## config.mk

```make
export PLATFORM = sky130hd
export DESIGN_NAME = imm_gen_pipe
export DESIGN_NICKNAME = d
export VERILOG_FILES = /design/src/rtl/imm_gen_pipe.sv
export SDC_FILE = /design/constraint.sdc
export NUM_CORES = 1
export LEC_CHECK = 0
export BUFFER_PORTS_ARGS = -buffer_cell sky130_fd_sc_hd__buf_2
export CORE_MARGIN = 2
export CORE_UTILIZATION = 48
export DETAILED_ROUTE_END_ITERATION = 8
export GPL_TIMING_DRIVEN = 0
export PLACE_DENSITY_LB_ADDON = 0.25
export SYNTH_ARGS = -nofsm -noshare
export SYNTH_HDL_FRONTEND = slang
export SYNTH_SLANG_ARGS = --single-unit
```

## constraint.sdc

```tcl
create_clock -name clk -period 2.1 [get_ports clk]
set_clock_uncertainty 0.2 [all_clocks]
set_input_delay 0.105 -clock clk [delete_from_list [all_inputs] [get_ports clk]]
set_output_delay 0.105 -clock clk [all_outputs]
set_load 0.02 [all_outputs]
```

## src/rtl/imm_gen_pipe.sv

```systemverilog
// ---------------------------------------------------------------------------
// imm_gen_pipe
//
// Purpose:
//   Registered, handshaked immediate generator. Each accepted instruction is
//   decoded into its format, its immediate is sign/zero-extended to XLEN, and
//   a PC-relative target is computed for B, J and AUIPC. The decoded bundle
//   appears on the output one cycle after acceptance. A main register plus a
//   one-entry skid register let the upstream stage run at full rate even when
//   the consumer stalls, without a combinational path from out_ready to
//   in_ready.
//
// Parameters:
//   XLEN      datapath width (32 or 64)
//   RV64_OPS  1: OP-IMM-32 (0011011) decodes as I-type; 0: decodes as NONE
//
// Ports:
//   clk         in   1     rising-edge clock
//   rst_n       in   1     asynchronous active-low reset
//   in_valid    in   1     in_inst/in_pc valid
//   in_ready    out  1     block can accept this cycle
//   in_inst     in   32    instruction word
//   in_pc       in   XLEN  address of the instruction
//   out_valid   out  1     output bundle valid
//   out_ready   in   1     consumer accepts the bundle
//   out_imm     out  XLEN  extended immediate
//   out_type    out  3     0 NONE, 1 I, 2 S, 3 B, 4 U, 5 J, 6 Z (CSR zimm)
//   out_target  out  XLEN  in_pc + imm for B/J/AUIPC, otherwise 0
//   out_inst    out  32    instruction passed through
// ---------------------------------------------------------------------------
module imm_gen_pipe #(
  parameter int XLEN     = 32,
  parameter bit RV64_OPS = 1'b0
) (
  input  logic            clk,
  input  logic            rst_n,
  input  logic            in_valid,
  output logic            in_ready,
  input  logic [31:0]     in_inst,
  input  logic [XLEN-1:0] in_pc,
  output logic            out_valid,
  input  logic            out_ready,
  output logic [XLEN-1:0] out_imm,
  output logic [2:0]      out_type,
  output logic [XLEN-1:0] out_target,
  output logic [31:0]     out_inst
);

  localparam logic [2:0] TYPE_NONE = 3'd0;
  localparam logic [2:0] TYPE_I    = 3'd1;
  localparam logic [2:0] TYPE_S    = 3'd2;
  localparam logic [2:0] TYPE_B    = 3'd3;
  localparam logic [2:0] TYPE_U    = 3'd4;
  localparam logic [2:0] TYPE_J    = 3'd5;
  localparam logic [2:0] TYPE_Z    = 3'd6;

  localparam logic [6:0] OP_LOAD     = 7'b0000011;
  localparam logic [6:0] OP_IMM      = 7'b0010011;
  localparam logic [6:0] OP_JALR     = 7'b1100111;
  localparam logic [6:0] OP_IMM_32   = 7'b0011011;
  localparam logic [6:0] OP_STORE    = 7'b0100011;
  localparam logic [6:0] OP_BRANCH   = 7'b1100011;
  localparam logic [6:0] OP_LUI      = 7'b0110111;
  localparam logic [6:0] OP_AUIPC    = 7'b0010111;
  localparam logic [6:0] OP_JAL      = 7'b1101111;
  localparam logic [6:0] OP_SYSTEM   = 7'b1110011;

  // ---------------------------------------------------------------------
  // Decode of the incoming instruction
  // ---------------------------------------------------------------------
  logic [6:0]      w_opcode;
  logic [31:0]     w_imm32;
  logic [2:0]      w_type;
  logic            w_hasTarget;
  logic [XLEN-1:0] w_immExt;
  logic [XLEN-1:0] w_target;

  assign w_opcode = in_inst[6:0];

  // The immediate is first assembled as a 32-bit value. The CSR zimm is
  // placed with bit 31 clear so the common sign extension below turns into
  // a zero extension for it.
  always_comb begin
    w_imm32     = 32'd0;
    w_type      = TYPE_NONE;
    w_hasTarget = 1'b0;
    case (w_opcode)
      OP_LOAD, OP_IMM, OP_JALR: begin
        w_imm32 = {{20{in_inst[31]}}, in_inst[31:20]};
        w_type  = TYPE_I;
      end
      OP_IMM_32: begin
        if (RV64_OPS) begin
          w_imm32 = {{20{in_inst[31]}}, in_inst[31:20]};
          w_type  = TYPE_I;
        end
      end
      OP_STORE: begin
        w_imm32 = {{20{in_inst[31]}}, in_inst[31:25], in_inst[11:7]};
        w_type  = TYPE_S;
      end
      OP_BRANCH: begin
        w_imm32     = {{19{in_inst[31]}}, in_inst[31], in_inst[7],
                       in_inst[30:25], in_inst[11:8], 1'b0};
        w_type      = TYPE_B;
        w_hasTarget = 1'b1;
      end
      OP_LUI: begin
        w_imm32 = {in_inst[31:12], 12'd0};
        w_type  = TYPE_U;
      end
      OP_AUIPC: begin
        w_imm32     = {in_inst[31:12], 12'd0};
        w_type      = TYPE_U;
        w_hasTarget = 1'b1;
      end
      OP_JAL: begin
        w_imm32     = {{11{in_inst[31]}}, in_inst[31], in_inst[19:12],
                       in_inst[20], in_inst[30:21], 1'b0};
        w_type      = TYPE_J;
        w_hasTarget = 1'b1;
      end
      OP_SYSTEM: begin
        // Only the immediate CSR forms (funct3[2] set) carry a zimm.
        if (in_inst[14]) begin
          w_imm32 = {27'd0, in_inst[19:15]};
          w_type  = TYPE_Z;
        end
      end
      default: begin
        w_imm32     = 32'd0;
        w_type      = TYPE_NONE;
        w_hasTarget = 1'b0;
      end
    endcase
  end

  // Sign extension from bit 31 to XLEN (identity when XLEN is 32).
  assign w_immExt = XLEN'($signed(w_imm32));

  // Target wraps modulo 2^XLEN by construction of the XLEN-wide add.
  assign w_target = w_hasTarget ? (in_pc + w_immExt) : '0;

  // ---------------------------------------------------------------------
  // Handshake and two-entry storage
  // ---------------------------------------------------------------------
  logic            r_mainValid;
  logic [XLEN-1:0] r_mainImm;
  logic [2:0]      r_mainType;
  logic [XLEN-1:0] r_mainTarget;
  logic [31:0]     r_mainInst;

  logic            r_skidValid;
  logic [XLEN-1:0] r_skidImm;
  logic [2:0]      r_skidType;
  logic [XLEN-1:0] r_skidTarget;
  logic [31:0]     r_skidInst;

  logic w_accept;
  logic w_consume;

  // in_ready depends only on registered state and the reset pin, so the
  // upstream stage never sees a combinational path from out_ready. The
  // reset term keeps in_ready low for as long as rst_n is held low while
  // still allowing acceptance on the very first edge after release.
  assign in_ready  = rst_n && !r_skidValid;
  assign w_accept  = in_valid && in_ready;
  assign w_consume = r_mainValid && out_ready;

  // Main register: always holds the oldest bundle. On consume it refills
  // from the skid if that is occupied, otherwise from the input if a new
  // bundle is arriving the same edge, otherwise it empties. Without a
  // consume it only loads when it was empty.
  always_ff @(posedge clk or negedge rst_n) begin
    if (!rst_n) begin
      r_mainValid  <= 1'b0;
      r_mainImm    <= '0;
      r_mainType   <= TYPE_NONE;
      r_mainTarget <= '0;
      r_mainInst   <= '0;
    end else if (w_consume) begin
      if (r_skidValid) begin
        r_mainValid  <= 1'b1;
        r_mainImm    <= r_skidImm;
        r_mainType   <= r_skidType;
        r_mainTarget <= r_skidTarget;
        r_mainInst   <= r_skidInst;
      end else if (w_accept) begin
        r_mainValid  <= 1'b1;
        r_mainImm    <= w_immExt;
        r_mainType   <= w_type;
        r_mainTarget <= w_target;
        r_mainInst   <= in_inst;
      end else begin
        r_mainValid  <= 1'b0;
      end
    end else if (w_accept && !r_mainValid) begin
      r_mainValid  <= 1'b1;
      r_mainImm    <= w_immExt;
      r_mainType   <= w_type;
      r_mainTarget <= w_target;
      r_mainInst   <= in_inst;
    end
  end

  // Skid register: catches a bundle accepted while the main register is
  // full and stalled, and drains into main on the next consume. Because
  // in_ready is low while the skid is full, it can never be overwritten.
  always_ff @(posedge clk or negedge rst_n) begin
    if (!rst_n) begin
      r_skidValid  <= 1'b0;
      r_skidImm    <= '0;
      r_skidType   <= TYPE_NONE;
      r_skidTarget <= '0;
      r_skidInst   <= '0;
    end else if (w_consume && r_skidValid) begin
      r_skidValid  <= 1'b0;
    end else if (w_accept && r_mainValid && !w_consume) begin
      r_skidValid  <= 1'b1;
      r_skidImm    <= w_immExt;
      r_skidType   <= w_type;
      r_skidTarget <= w_target;
      r_skidInst   <= in_inst;
    end
  end

  assign out_valid  = r_mainValid;
  assign out_imm    = r_mainImm;
  assign out_type   = r_mainType;
  assign out_target = r_mainTarget;
  assign out_inst   = r_mainInst;

endmodule

```

==> summary.txt, run 1 <==
Worst setup path
  – Critical path arrival: approximately 3400 ps
  – Ordered list of cells on the worst path: buf_8 > clkbuf_16 > nor2_4 > nor4bb_4 > a22oi_1 > nand2_2 > ha_4 > a21oi_2 > o211ai_1 > and2_4 > a311o_1 > o21a_1 > buf_6 > o21ai_4 > xor2_2 > o31ai_2
  – Number of cells on the worst reg-to-reg path: 7
  – Max stage delay cell, worst path: sky130_fd_sc_hd__nor4bb_4
  – Source of the worst register-to-register timing path: r_skidValid
  – Reg-to-reg endpoint: out_target[28]
  – Required arrival time at the worst endpoint: 2250 ps
  – Highest net fanout along the worst path: 7
  – Critical path startpoint category: input pin
  – Worst setup slack for register-to-register paths: -140 ps
  – Type of element capturing the critical path: register
  – Kind of cell adding the most delay to the critical path: compound AO/OA/AOI/OAI gates
  – Category of the most critical setup path: input pin to register
  – WP buf/inv: 3
  – Critical Path Max Stage Delay: around 430 ps

Synth
  – Gate count after technology mapping: ~1,300
  – Syn nets: approximately 1,400
  – Yosys synthesis warning count: 0
  – Portion of the post-synthesis area used by sequential elements: about 48%
  – Combined area of all synthesized cells: 0.01047 mm2
  – Number of enable-type register cells in the synthesized netlist: 0
  – Synth Register Bits: 200
  – Top FF cell, synth: sky130_fd_sc_hd__dfrtp_1
  – Number of distinct standard cells referenced by the synthesized netlist: between 50 and 60
  – Syn avg cell area: approximately 8.1 um2
  – Proportion of register bits with asynchronous set or reset after synthesis: 100.0%

Clock network
  – Clk Tree Root Cell: sky130_fd_sc_hd__clkbuf_16
  – Largest buffer count on any clock path: 2
  – Number of H-tree levels: 4
  – Cts bufs inserted: 17
  – CTS sink count: 200
  – Worst-Skew Late Latency: ~450 ps
  – Clock tree from TritonCTS: done
  – Clock edge transition at the registers on the reported setup and hold paths: 80 ps

Floorplan
  – Initial Util: around half
  – Top Ports: approximately 170
  – Die X: roughly 150 um
  – Std-Cell Rows: between 50 and 60
  – Die area: between 0.02 and 0.025 mm2
  – Die span in y: around 150 um
  – Core Footprint: around 0.022 mm2

Routing
  – Total wire length after detailed routing: about 42,000 um
  – Remaining antenna violation count: 0
  – Vias per cell: ~6.0
  – DR iter-0 viols: 1,255
  – Remaining routing DRC violations: 0
  – Detailed-route via count: ~11,000
  – Average wire length per cell after detail routing: between 20 and 25 um
  – Drt pass-1 iters: 6

Run status
  – Status: finished with violations
  – Failing checks: negative setup slack

Timing
  – Transition time of the tightest slew-check pin: between 700 and 800 ps
  – Final setup violating endpoints: 200
  – Count of pins over their slew limit: 0
  – Worst hold slack: roughly 8 ps
  – Final-report hold violation count: 0
  – Minimum clock period: 3234 ps
  – Final WS setup: -1134 ps
  – Max_slew headroom: around half
  – Final worst-path cycle share: 154.0%
  – Setup repair after global routing missed its margin: true
  – Peak Freq: just over 0.3 GHz

Pwr
  – Total power density per cell area: 873.4 mW/mm2
  – Total chip power: 13.20 mW
  – Max IR drop VDD: 0.6906 mV
  – Static leakage: just over 7 nW

Hold path
  – Worst min-delay path endpoint: out_inst[3]
  – Cell depth of the worst min-delay path: 5
  – Class of the most critical hold timing path: input pin to register
  – Hold path start: in_inst[3]

Layout
  – Area growth syn-to-layout: 44.38%
  – Fin nets: 1,694
  – Proportion of layout cells with a drive suffix above 1: between 30% and 40%

Global route
  – Largest net degree at the start of global routing: 57
  – Antenna violations before repair: 1
  – Global-route wire length before repair: ~60,000 um
  – Sum of overflow across all layers after global routing: 0
  – Vias in the first global route: approximately 11,000
  – GRT Util Overall: between 30% and 40%

Placement
  – DPL Wire Length: between 20,000 and 30,000 um
  – Quantity of I/O buffers inserted on ports: ~170
  – Routability cong.: 0.9562

Job
  – Number of max-cap violations: 0
per-layer routing:
layer / vias up / part of all wire (%) / global-route usage (%)
met2: 710 / 45 / 52.93
met5: - / 0 / 0
met3: 152 / 9.8 / 7.066
li1: 4999 / - / -
met1: 5552 / 40 / 48.68
met4: 0 / 5.4 / 16.99
cell usage in the layout, fill, tap and decap left out, types with 8 or more instances in the layout:
cell and instances:
sky130_fd_sc_hd__ha_4 20, sky130_fd_sc_hd__buf_2 170, sky130_fd_sc_hd__a31oi_1 42, sky130_fd_sc_hd__nor2_1 103
sky130_fd_sc_hd__inv_2 9, sky130_fd_sc_hd__clkbuf_2 29, sky130_fd_sc_hd__clkbuf_16 22, sky130_fd_sc_hd__nand4_1 9
sky130_fd_sc_hd__a21o_1 15, sky130_fd_sc_hd__dlygate4sd3_1 48, sky130_fd_sc_hd__o21ai_1 19, sky130_fd_sc_hd__nand2_2 9
sky130_fd_sc_hd__nand3_1 26, sky130_fd_sc_hd__buf_6 18, sky130_fd_sc_hd__clkbuf_1 18, sky130_fd_sc_hd__o21ai_0 74
sky130_fd_sc_hd__buf_4 55, sky130_fd_sc_hd__a21oi_1 57, sky130_fd_sc_hd__nand2_1 359, sky130_fd_sc_hd__xor2_2 8
sky130_fd_sc_hd__inv_1 32, sky130_fd_sc_hd__a21oi_2 26, sky130_fd_sc_hd__dfrtp_1 200, sky130_fd_sc_hd__a21oi_4 18
report_power, final:
part / total, mW / internal (mW) / switching, mW
registers: 5.43 / 4.83 / 0.594
logic: 4.36 / 1.52 / 2.84
clock network: 3.41 / 1.81 / 1.60
registers in the layout (all words and copies together), names as in the netlist:
| signal | count |
|---|---|
| r_skidValid | 1 |
| out_type | 3 |
| out_valid | 1 |
| r_skidType | 3 |
| r_skidImm | 32 |
| r_skidTarget | 32 |
| out_imm | 32 |
| r_skidInst | 32 |
| out_inst | 32 |
| out_target | 32 |
cell families (layout without fill, tap and decap cells):
family | count (synthesis) | after routing | synth area share (%)
buf+inv | 117 | 435 | 4.244
simple gates | 580 | 580 | 22.76
fa+ha+maj | 32 | 32 | 3.898
other cells | 0 | 2 | 0
flops | 200 | 200 | 47.82
compound gates | 329 | 329 | 18.77
xor+xnor | 23 | 23 | 1.925
mux | 6 | 6 | 0.5739
repair_timing:
action / CTS / global route
gates cloned: 3 / 3
endpoints found under the setup margin: 199 / 200
buffers inserted: 58 / 15
resized for setup: 200 / 131
hold buffers: 46 / 3
pin swaps: 81 / 71
hold endpoints to repair: 290 / 148
layout make-up:
class / count / area, um2
Clock buffer: 20 / 446.7
Fill cell: 1668 / 6511
Buffer: 72 / 489.2
Multi-Input combinational cell: 970 / 6360
Inverter: 41 / 153.9
Clock inverter: 10 / 131.4
Sequential cell: 200 / 5005
Antenna cell: 2 / 5.005
Tap cell: 280 / 350.3
Timing Repair Buffer: 292 / 2168
tightest hold or removal path: cells and delay by family:
| kind | cells | cell delay, ps |
|---|---|---|
| buf+inv | 3 | 390 |
| simple gates | 1 | 50 |
| compound gates | 1 | 80 |
cells in the mapped netlist, types with 4 or more instances:
cell type,count,area share [%]
sky130_fd_sc_hd__a21o_1,15,1.1
sky130_fd_sc_hd__a21oi_1,100,4.8
sky130_fd_sc_hd__a22oi_1,9,0.65
sky130_fd_sc_hd__a31oi_1,46,2.7
sky130_fd_sc_hd__a32oi_1,5,0.42
sky130_fd_sc_hd__and2_1,9,0.54
sky130_fd_sc_hd__buf_1,8,0.29
sky130_fd_sc_hd__clkbuf_1,64,2.3
sky130_fd_sc_hd__dfrtp_1,200,48
sky130_fd_sc_hd__ha_1,31,3.7
sky130_fd_sc_hd__inv_1,41,1.5
sky130_fd_sc_hd__mux2i_1,6,0.57
sky130_fd_sc_hd__nand2_1,372,13
sky130_fd_sc_hd__nand3_1,33,1.6
sky130_fd_sc_hd__nand4_1,9,0.54
sky130_fd_sc_hd__nor2_1,113,4.1
sky130_fd_sc_hd__nor2b_1,5,0.30
sky130_fd_sc_hd__nor3_1,11,0.53
sky130_fd_sc_hd__nor4_1,5,0.30
sky130_fd_sc_hd__o211ai_1,6,0.43
sky130_fd_sc_hd__o21a_1,6,0.43
sky130_fd_sc_hd__o21ai_0,96,4.6
sky130_fd_sc_hd__o21ai_1,5,0.24
sky130_fd_sc_hd__o21bai_1,4,0.29
sky130_fd_sc_hd__o31ai_1,10,0.72
sky130_fd_sc_hd__or3_1,8,0.48
sky130_fd_sc_hd__xnor2_1,11,0.92
sky130_fd_sc_hd__xor2_1,12,1.0
how the worst max path moves through the flow:
stage / start / endpoint / slack, ps / depth (start not counted)
2_1_floorplan: in_inst[4] / r_skidTarget[22] / -1170 / 14
3_3_place_gp: rst_n / r_skidTarget[16] / -4080 / 7
3_5_place_dp: in_inst[2] / out_target[29] / -1910 / 16
4_1_cts: in_inst[3] / out_target[26] / -950 / 16
5_1_grt: in_inst[3] / out_target[26] / -1140 / 15
6_report: in_inst[3] / out_target[28] / -1130 / 16
metrics by stage:
stage / cell area (um2) / setup WS (ps) / setup TNS (ps) / util, % / instances
finish: 15110 / -1134 / -121550 / 69.88 / 1887
global route: 15100 / -1143 / -130200 / 69.86 / 1885
CTS: 14560 / -945.4 / -117490 / 67.36 / 1866
detailed placement: 12020 / -1906 / -235510 / 55.61 / 1733
global placement: 11990 / -4085 / -1284010 / 55.44 / 1732
floorplan: 10810 / -1175 / -39090 / - / 1287
Note: power is estimated with default switching activity, not from simulation.
==> run 2, diff against run 1 <==
--- a/config.mk
+++ b/config.mk
@@ -5,12 +5,13 @@
 export SDC_FILE = /design/constraint.sdc
 export NUM_CORES = 1
 export LEC_CHECK = 0
-export BUFFER_PORTS_ARGS = -buffer_cell sky130_fd_sc_hd__buf_2
+export BUFFER_PORTS_ARGS = -buffer_cell sky130_fd_sc_hd__buf_4
 export CORE_MARGIN = 2
 export CORE_UTILIZATION = 48
 export DETAILED_ROUTE_END_ITERATION = 8
 export GPL_TIMING_DRIVEN = 0
 export PLACE_DENSITY_LB_ADDON = 0.25
+export SKIP_CTS_REPAIR_TIMING = 1
 export SYNTH_ARGS = -nofsm -noshare
 export SYNTH_HDL_FRONTEND = slang
 export SYNTH_SLANG_ARGS = --single-unit
==> summary.txt, run 2 (synthesis gave the netlist of run 1 again) <==
Routing
  – Average wire length per cell after detail routing: 21.20 um (-3.9%)
  – Vias per cell: 5.922 (-2.1%)
  – Detailed-route via count: 10,970 (-3.9%)
  – Remaining routing DRC violations: 0 (unchanged)
  – Total wire length after detailed routing: 39,250 um (-5.6%)
  – Remaining antenna violation count: 0 (unchanged)
  – DR iter-0 viols: 1,113 (-11%)
  – Drt pass-1 iters: 6 (unchanged)

Pwr
  – Static leakage: 7.027 nW (-3.2%)
  – Max IR drop VDD: 0.5585 mV (-19%)
  – Total power density per cell area: 913.3 mW/mm2 (+4.6%)
  – Total chip power: 13.49 mW (+2.2%)

Clock network
  – Clock edge transition at the registers on the reported setup and hold paths: 80 ps (about the same)
  – Clock tree from TritonCTS: done
  – Number of H-tree levels: 4 (unchanged)
  – Clk Tree Root Cell: sky130_fd_sc_hd__clkbuf_16
  – Worst-Skew Late Latency: 440 ps (about the same)
  – Cts bufs inserted: 17 (unchanged)
  – Largest buffer count on any clock path: 2 (unchanged)
  – CTS sink count: 200 (unchanged)

Worst setup path
  – Critical Path Max Stage Delay: 380 ps (-50 ps)
  – Critical path arrival: 3400 ps (+20 ps)
  – CP Launch Point: in_inst[3]
  – Source of the worst register-to-register timing path: r_skidValid
  – Max stage delay cell, worst path: sky130_fd_sc_hd__a311o_1
  – Category of the most critical setup path: input pin to register
  – Ordered list of cells on the worst path: buf_8 > clkbuf_16 > buf_4 > nor2_1 > nand2_1 > a21oi_4 > nand2_1 > nand2_1 > ha_4 > a21oi_4 > o211ai_1 > and2_4 > a311o_1 > o21a_1 > or3_4 > a32oi_1 > o21ai_1
  – Worst setup path endpoint: out_target[26]
  – Most common cell on crit path: sky130_fd_sc_hd__nand2_1
  – Critical path startpoint category: input pin
  – Worst setup slack for register-to-register paths: -180 ps (-40 ps)
  – Type of element capturing the critical path: register
  – Highest net fanout along the worst path: 8 (+1)
  – Reg-to-reg endpoint: out_target[28]
  – Number of cells on the worst reg-to-reg path: 7 (unchanged)
  – Required arrival time at the worst endpoint: 2220 ps (-30 ps)

Run status
  – Failing checks: negative hold slack, negative setup slack
  – Status: finished with violations

Hold path
  – Class of the most critical hold timing path: input pin to register

Layout
  – Commonest non-fill, non-tap cell in the layout: sky130_fd_sc_hd__nand2_1
  – Fillers: 1,692 (+1.4%)
  – Commonest cells after routing, fill and taps aside: sky130_fd_sc_hd__nand2_1, sky130_fd_sc_hd__buf_4, sky130_fd_sc_hd__dfrtp_1
  – Fin nets: 1,659 (-2.1%)
  – Area growth syn-to-layout: 41.16%
  – Number of diodes added for antenna fixing: 0 (-2)
  – Total area of multi-input combinational cells: 0.006026 mm2 (-5.3%)
  – Final standard cell count with taps included and fillers excluded: 1,852 (-1.9%)
  – Proportion of layout cells with a drive suffix above 1: 28.50% (-4.1 points)
  – Post-route cell area: 0.01477 mm2 (-2.2%)
  – FF+latch area: 0.005005 mm2 (unchanged)

Timing
  – Peak Freq: 0.3053 GHz (-1.3%)
  – Max_slew headroom: 48.07% (-0.45 points)
  – Setup repair after global routing missed its margin: true
  – Final-report hold violation count: 8 (+8)
  – TNS Setup: -122,410 ps (-866.0 ps)
  – Worst hold slack: -255.1 ps (-263.3 ps)
  – Final worst-path cycle share: 156.0% (+2.0 points)
  – Final WS setup: -1175 ps (-41.06 ps)
  – Count of pins over their slew limit: 0 (unchanged)
  – Minimum clock period: 3275 ps (+41.06 ps)
  – Transition time of the tightest slew-check pin: 779.0 ps (+6.810 ps)
  – Final setup violating endpoints: 200 (unchanged)

Floorplan
  – Die area: 0.02300 mm2 (unchanged)
  – Std-Cell Rows: 54 (unchanged)
  – Initial Util: 48.40% (unchanged)
  – Die span in y: 151.7 um (unchanged)
  – Core Footprint: 0.02162 mm2 (unchanged)
  – Die X: 151.7 um (unchanged)
  – Top Ports: 169 (unchanged)

Placement
  – Post-place instance area: 0.01243 mm2 (+3.4%)
  – Quantity of I/O buffers inserted on ports: 165 (unchanged)
  – DPL Wire Length: 26,700 um (+0.83%)
  – Routability cong.: 0.9382 (-1.9%)
  – Placed Instances: 1,733 (unchanged)

Global route
  – Sum of overflow across all layers after global routing: 0 (unchanged)
  – Largest net degree at the start of global routing: 112 (+96%)
  – Vias in the first global route: 9,376 (-12%)
  – Global-route wire length before repair: 54,230 um (-10%)
  – GRT Util Overall: 31.54% (-3.6 points)
  – Antenna violations before repair: 1 (unchanged)

Job
  – Number of max-cap violations: 0 (unchanged)
-- run 2: worst min path at each step --
stage                 from              to  slack, ps  depth (start not counted)
2_1_floorplan        rst_n      out_imm[0]       -390                          0
3_3_place_gp   in_inst[11]  r_skidInst[11]        120                          3
3_5_place_dp         rst_n   r_skidInst[3]        -10                          1
4_1_cts              rst_n   r_skidInst[1]       -490                          1
5_1_grt           in_valid       out_valid       -240                          3
6_report          in_valid       out_valid       -260                          3
-- run 2: cell type report --
type / instances / share of cell area, %
Multi-Input combinational cell: 970 / 40.79
Timing Repair Buffer: 257 / 14.73
Sequential cell: 200 / 33.88
Clock inverter: 14 / 1.186
Tap cell: 280 / 2.371
Inverter: 41 / 1.042
Buffer: 72 / 3.032
Clock buffer: 18 / 2.973
-- run 2: worst max-delay path, delay by kind of cell --
kind            cells  cell delay [ps]
fa+ha+maj           1              280
compound gates      7             1460
simple gates        6             1150
buf+inv             3              380
-- run 2: metrics by stage --
stage | setup slack, ps | util, %
6_report | -1175 | 68.33
5_1_grt | -1240 | 68.33
4_1_cts | -1416 | 60.35
3_5_place_dp | -1855 | 57.51
3_3_place_gp | -2455 | 57.35
2_1_floorplan | -1175 | -
-- run 2: metal layers --
| metal | GRT usage, % | routed length (um) | part of all wire, % | vias to the layer above |
|---|---|---|---|---|
| met1 | 47.33 | 16660 | 42 | 5300 |
| li1 | - | - | - | 4928 |
| met2 | 46.62 | 17610 | 45 | 630 |
| met3 | 3.982 | 3212 | 8.2 | 107 |
| met5 | 0 | 13 | 0.033 | - |
| met4 | 11.99 | 1761 | 4.5 | 2 |
-- run 2: report_power, final --
group	total [mW]	switching, mW	internal (mW)
registers	5.45	0.618	4.83
clock network	3.49	1.74	1.75
logic	4.55	2.74	1.81
==> run 3, diff against run 2 <==
--- a/config.mk
+++ b/config.mk
@@ -6,7 +6,8 @@
 export NUM_CORES = 1
 export LEC_CHECK = 0
 export BUFFER_PORTS_ARGS = -buffer_cell sky130_fd_sc_hd__buf_4
-export CORE_MARGIN = 2
+export CORE_ASPECT_RATIO = 1.75
+export CORE_MARGIN = 3
 export CORE_UTILIZATION = 48
 export DETAILED_ROUTE_END_ITERATION = 8
 export GPL_TIMING_DRIVEN = 0
==> summary.txt, run 3 (synthesis gave the netlist of run 1 again) <==
Layout
  – Commonest non-fill, non-tap cell in the layout: sky130_fd_sc_hd__nand2_1
  – Commonest cells after routing, fill and taps aside: sky130_fd_sc_hd__nand2_1, sky130_fd_sc_hd__buf_4, sky130_fd_sc_hd__dfrtp_1
  – Fillers: 1,659 (-2.0%)
  – Final standard cell count with taps included and fillers excluded: 1,873 (+1.1%)
  – Area growth syn-to-layout: 41.51%
  – Number of diodes added for antenna fixing: 0 (unchanged)
  – Proportion of layout cells with a drive suffix above 1: 26.44% (-2.1 points)
  – Fin nets: 1,672 (+0.78%)

Worst setup path
  – Critical path startpoint category: input pin
  – Category of the most critical setup path: input pin to register
  – Highest net fanout along the worst path: 8 (unchanged)
  – CP Launch Point: in_inst[6]
  – Type of element capturing the critical path: register
  – Number of cells on the worst reg-to-reg path: 5 (-2)
  – Source of the worst register-to-register timing path: out_valid
  – Reg-to-reg endpoint: r_skidImm[4]
  – Worst setup slack for register-to-register paths: -730 ps (-550 ps)
  – Required arrival time at the worst endpoint: 2210 ps (about the same)
  – Worst setup path endpoint: out_target[22]
  – Critical path arrival: 3330 ps (-70 ps)

Run status
  – Failing checks: negative hold slack, negative setup slack
  – Status: finished with violations

Routing
  – Remaining routing DRC violations: 0 (unchanged)
  – Drt pass-1 iters: 7 (+1)
  – DR iter-0 viols: 902 (-19%)
  – Detailed-route via count: 10,960 (-0.11%)
  – Remaining antenna violation count: 0 (unchanged)
  – Vias per cell: 5.849 (-1.2%)
  – Total wire length after detailed routing: 40,440 um (+3.0%)
  – Average wire length per cell after detail routing: 21.59 um (+1.9%)

Floorplan
  – Top Ports: 169 (unchanged)
  – Die X: 117.6 um (-22%)
  – Core Footprint: 0.02120 mm2 (-2.0%)
  – Std-Cell Rows: 70 (+30%)
  – Die span in y: 201.3 um (+33%)
  – Die area: 0.02368 mm2 (+3.0%)
  – Initial Util: 49.37% (+0.97 points)

Timing
  – Final worst-path cycle share: 153.3% (-2.6 points)
  – Transition time of the tightest slew-check pin: 940.3 ps (+161.3 ps)
  – Peak Freq: 0.3105 GHz (+1.7%)
  – Final setup violating endpoints: 175 (-13%)
  – Minimum clock period: 3220 ps (-55.34 ps)
  – Max_slew headroom: 37.11% (-11 points)
  – Final WS setup: -1120 ps (+55.34 ps)
  – Worst hold slack: -611.2 ps (-356.1 ps)
  – Count of pins over their slew limit: 0 (unchanged)
  – Final-report hold violation count: 181 (+173)
  – Setup repair after global routing missed its margin: true

Global route
  – Largest net degree at the start of global routing: 108 (-3.6%)
  – GRT Util Overall: 30.80% (-0.74 points)
  – Vias in the first global route: 10,120 (+8.0%)
  – Global-route wire length before repair: 56,460 um (+4.1%)
  – Antenna violations before repair: 0 (-1)
  – Sum of overflow across all layers after global routing: 0 (unchanged)

Clock network
  – Clk Tree Root Cell: sky130_fd_sc_hd__clkbuf_16
  – Number of H-tree levels: 4 (unchanged)
  – Clock tree from TritonCTS: done
  – Worst-Skew Late Latency: 450 ps (about the same)
  – Largest buffer count on any clock path: 2 (unchanged)
  – CTS sink count: 200 (unchanged)
  – Cts bufs inserted: 17 (unchanged)
  – Clock edge transition at the registers on the reported setup and hold paths: 70 ps (about the same)

Pwr
  – Static leakage: 6.960 nW (-0.95%)
  – Max IR drop VDD: 0.5706 mV (+2.2%)
  – Total power density per cell area: 884.8 mW/mm2 (-3.1%)

Hold path
  – Class of the most critical hold timing path: input pin to async pin

Placement
  – Routability cong.: 0.9566 (+2.0%)
  – DPL Wire Length: 28,630 um (+7.2%)
  – Placed Instances: 1,741 (+0.46%)
  – Quantity of I/O buffers inserted on ports: 165 (unchanged)
  – Minimum setup slack after placement: -1943 ps (-88.48 ps)

Job
  – Number of max-cap violations: 0 (unchanged)
[run 3: cell types whose count changed in the layout (fill, tap and decap cells not counted), sizes merged]
cell,change
dlygate4sd3,+11
inv,-6
clkbuf,+5
clkinv,+3
buf,-1
clkinvlp,+1
[run 3: where the power goes]
| group | internal [mW] | leakage, nW | switching, mW | total [mW] |
|---|---|---|---|---|
| combinational | 1.76 | 4.09 | 2.74 | 4.51 |
| sequential | 4.84 | 2.59 | 0.590 | 5.43 |
| clock | 1.69 | 0.276 | 1.48 | 3.17 |
[run 3: worst min path at each step]
stage                 from  slack (ps)        endpoint
5_1_grt              rst_n        -580  out_target[20]
2_1_floorplan        rst_n        -390      out_imm[0]
4_1_cts              rst_n        -460  out_target[27]
3_5_place_dp         rst_n          10  out_target[27]
6_report             rst_n        -610  out_target[20]
3_3_place_gp   in_inst[11]         120  r_skidInst[11]
[run 3: critical path, cell delays in order]
cell                       delay (ps)
sky130_fd_sc_hd__buf_12           110
sky130_fd_sc_hd__inv_6             30
sky130_fd_sc_hd__nor3b_4          260
sky130_fd_sc_hd__buf_4            160
sky130_fd_sc_hd__nand2_1           70
sky130_fd_sc_hd__a21oi_2          270
sky130_fd_sc_hd__nand2_1          110
sky130_fd_sc_hd__nand2_1          170
sky130_fd_sc_hd__ha_4             250
sky130_fd_sc_hd__a21oi_4          160
sky130_fd_sc_hd__o211ai_1         160
sky130_fd_sc_hd__and2_4           220
sky130_fd_sc_hd__a311o_1          340
sky130_fd_sc_hd__o21a_1           210
sky130_fd_sc_hd__or3_4            370
sky130_fd_sc_hd__a32oi_2          230
sky130_fd_sc_hd__o21ai_1          100
[run 3: cell type report]
| cell class | count | area, um2 | share of cell area (%) |
|---|---|---|---|
| Multi-Input combinational cell | 970 | 6088 | 41.11 |
| Sequential cell | 200 | 5005 | 33.80 |
| Timing Repair Buffer | 268 | 2222 | 15.01 |
| Clock buffer | 20 | 456.7 | 3.084 |
| Buffer | 74 | 416.7 | 2.813 |
| Tap cell | 288 | 360.3 | 2.433 |
| Inverter | 41 | 158.9 | 1.073 |
| Clock inverter | 12 | 101.3 | 0.6844 |
[run 3: metal layers]
metal | GRT usage, % | vias to the layer above | wire length [um]
li1 | - | 4951 | -
met1 | 33.71 | 5341 | 14320
met2 | 56.60 | 517 | 21400
met3 | 4.331 | 146 | 2190
met4 | 17.27 | 0 | 2534
met5 | 0 | - | 0
[run 3: stage by stage]
step	setup TNS [ps]	util, %	power, mW	area (um2)
6_report	-80440	69.87	13.10	14810
5_1_grt	-96340	69.87	13.72	14810
4_1_cts	-91930	61.35	12.78	13000
3_5_place_dp	-172240	58.71	9.655	12440
3_3_place_gp	-555680	58.55	9.533	12410
2_1_floorplan	-39090	-	7.723	10810
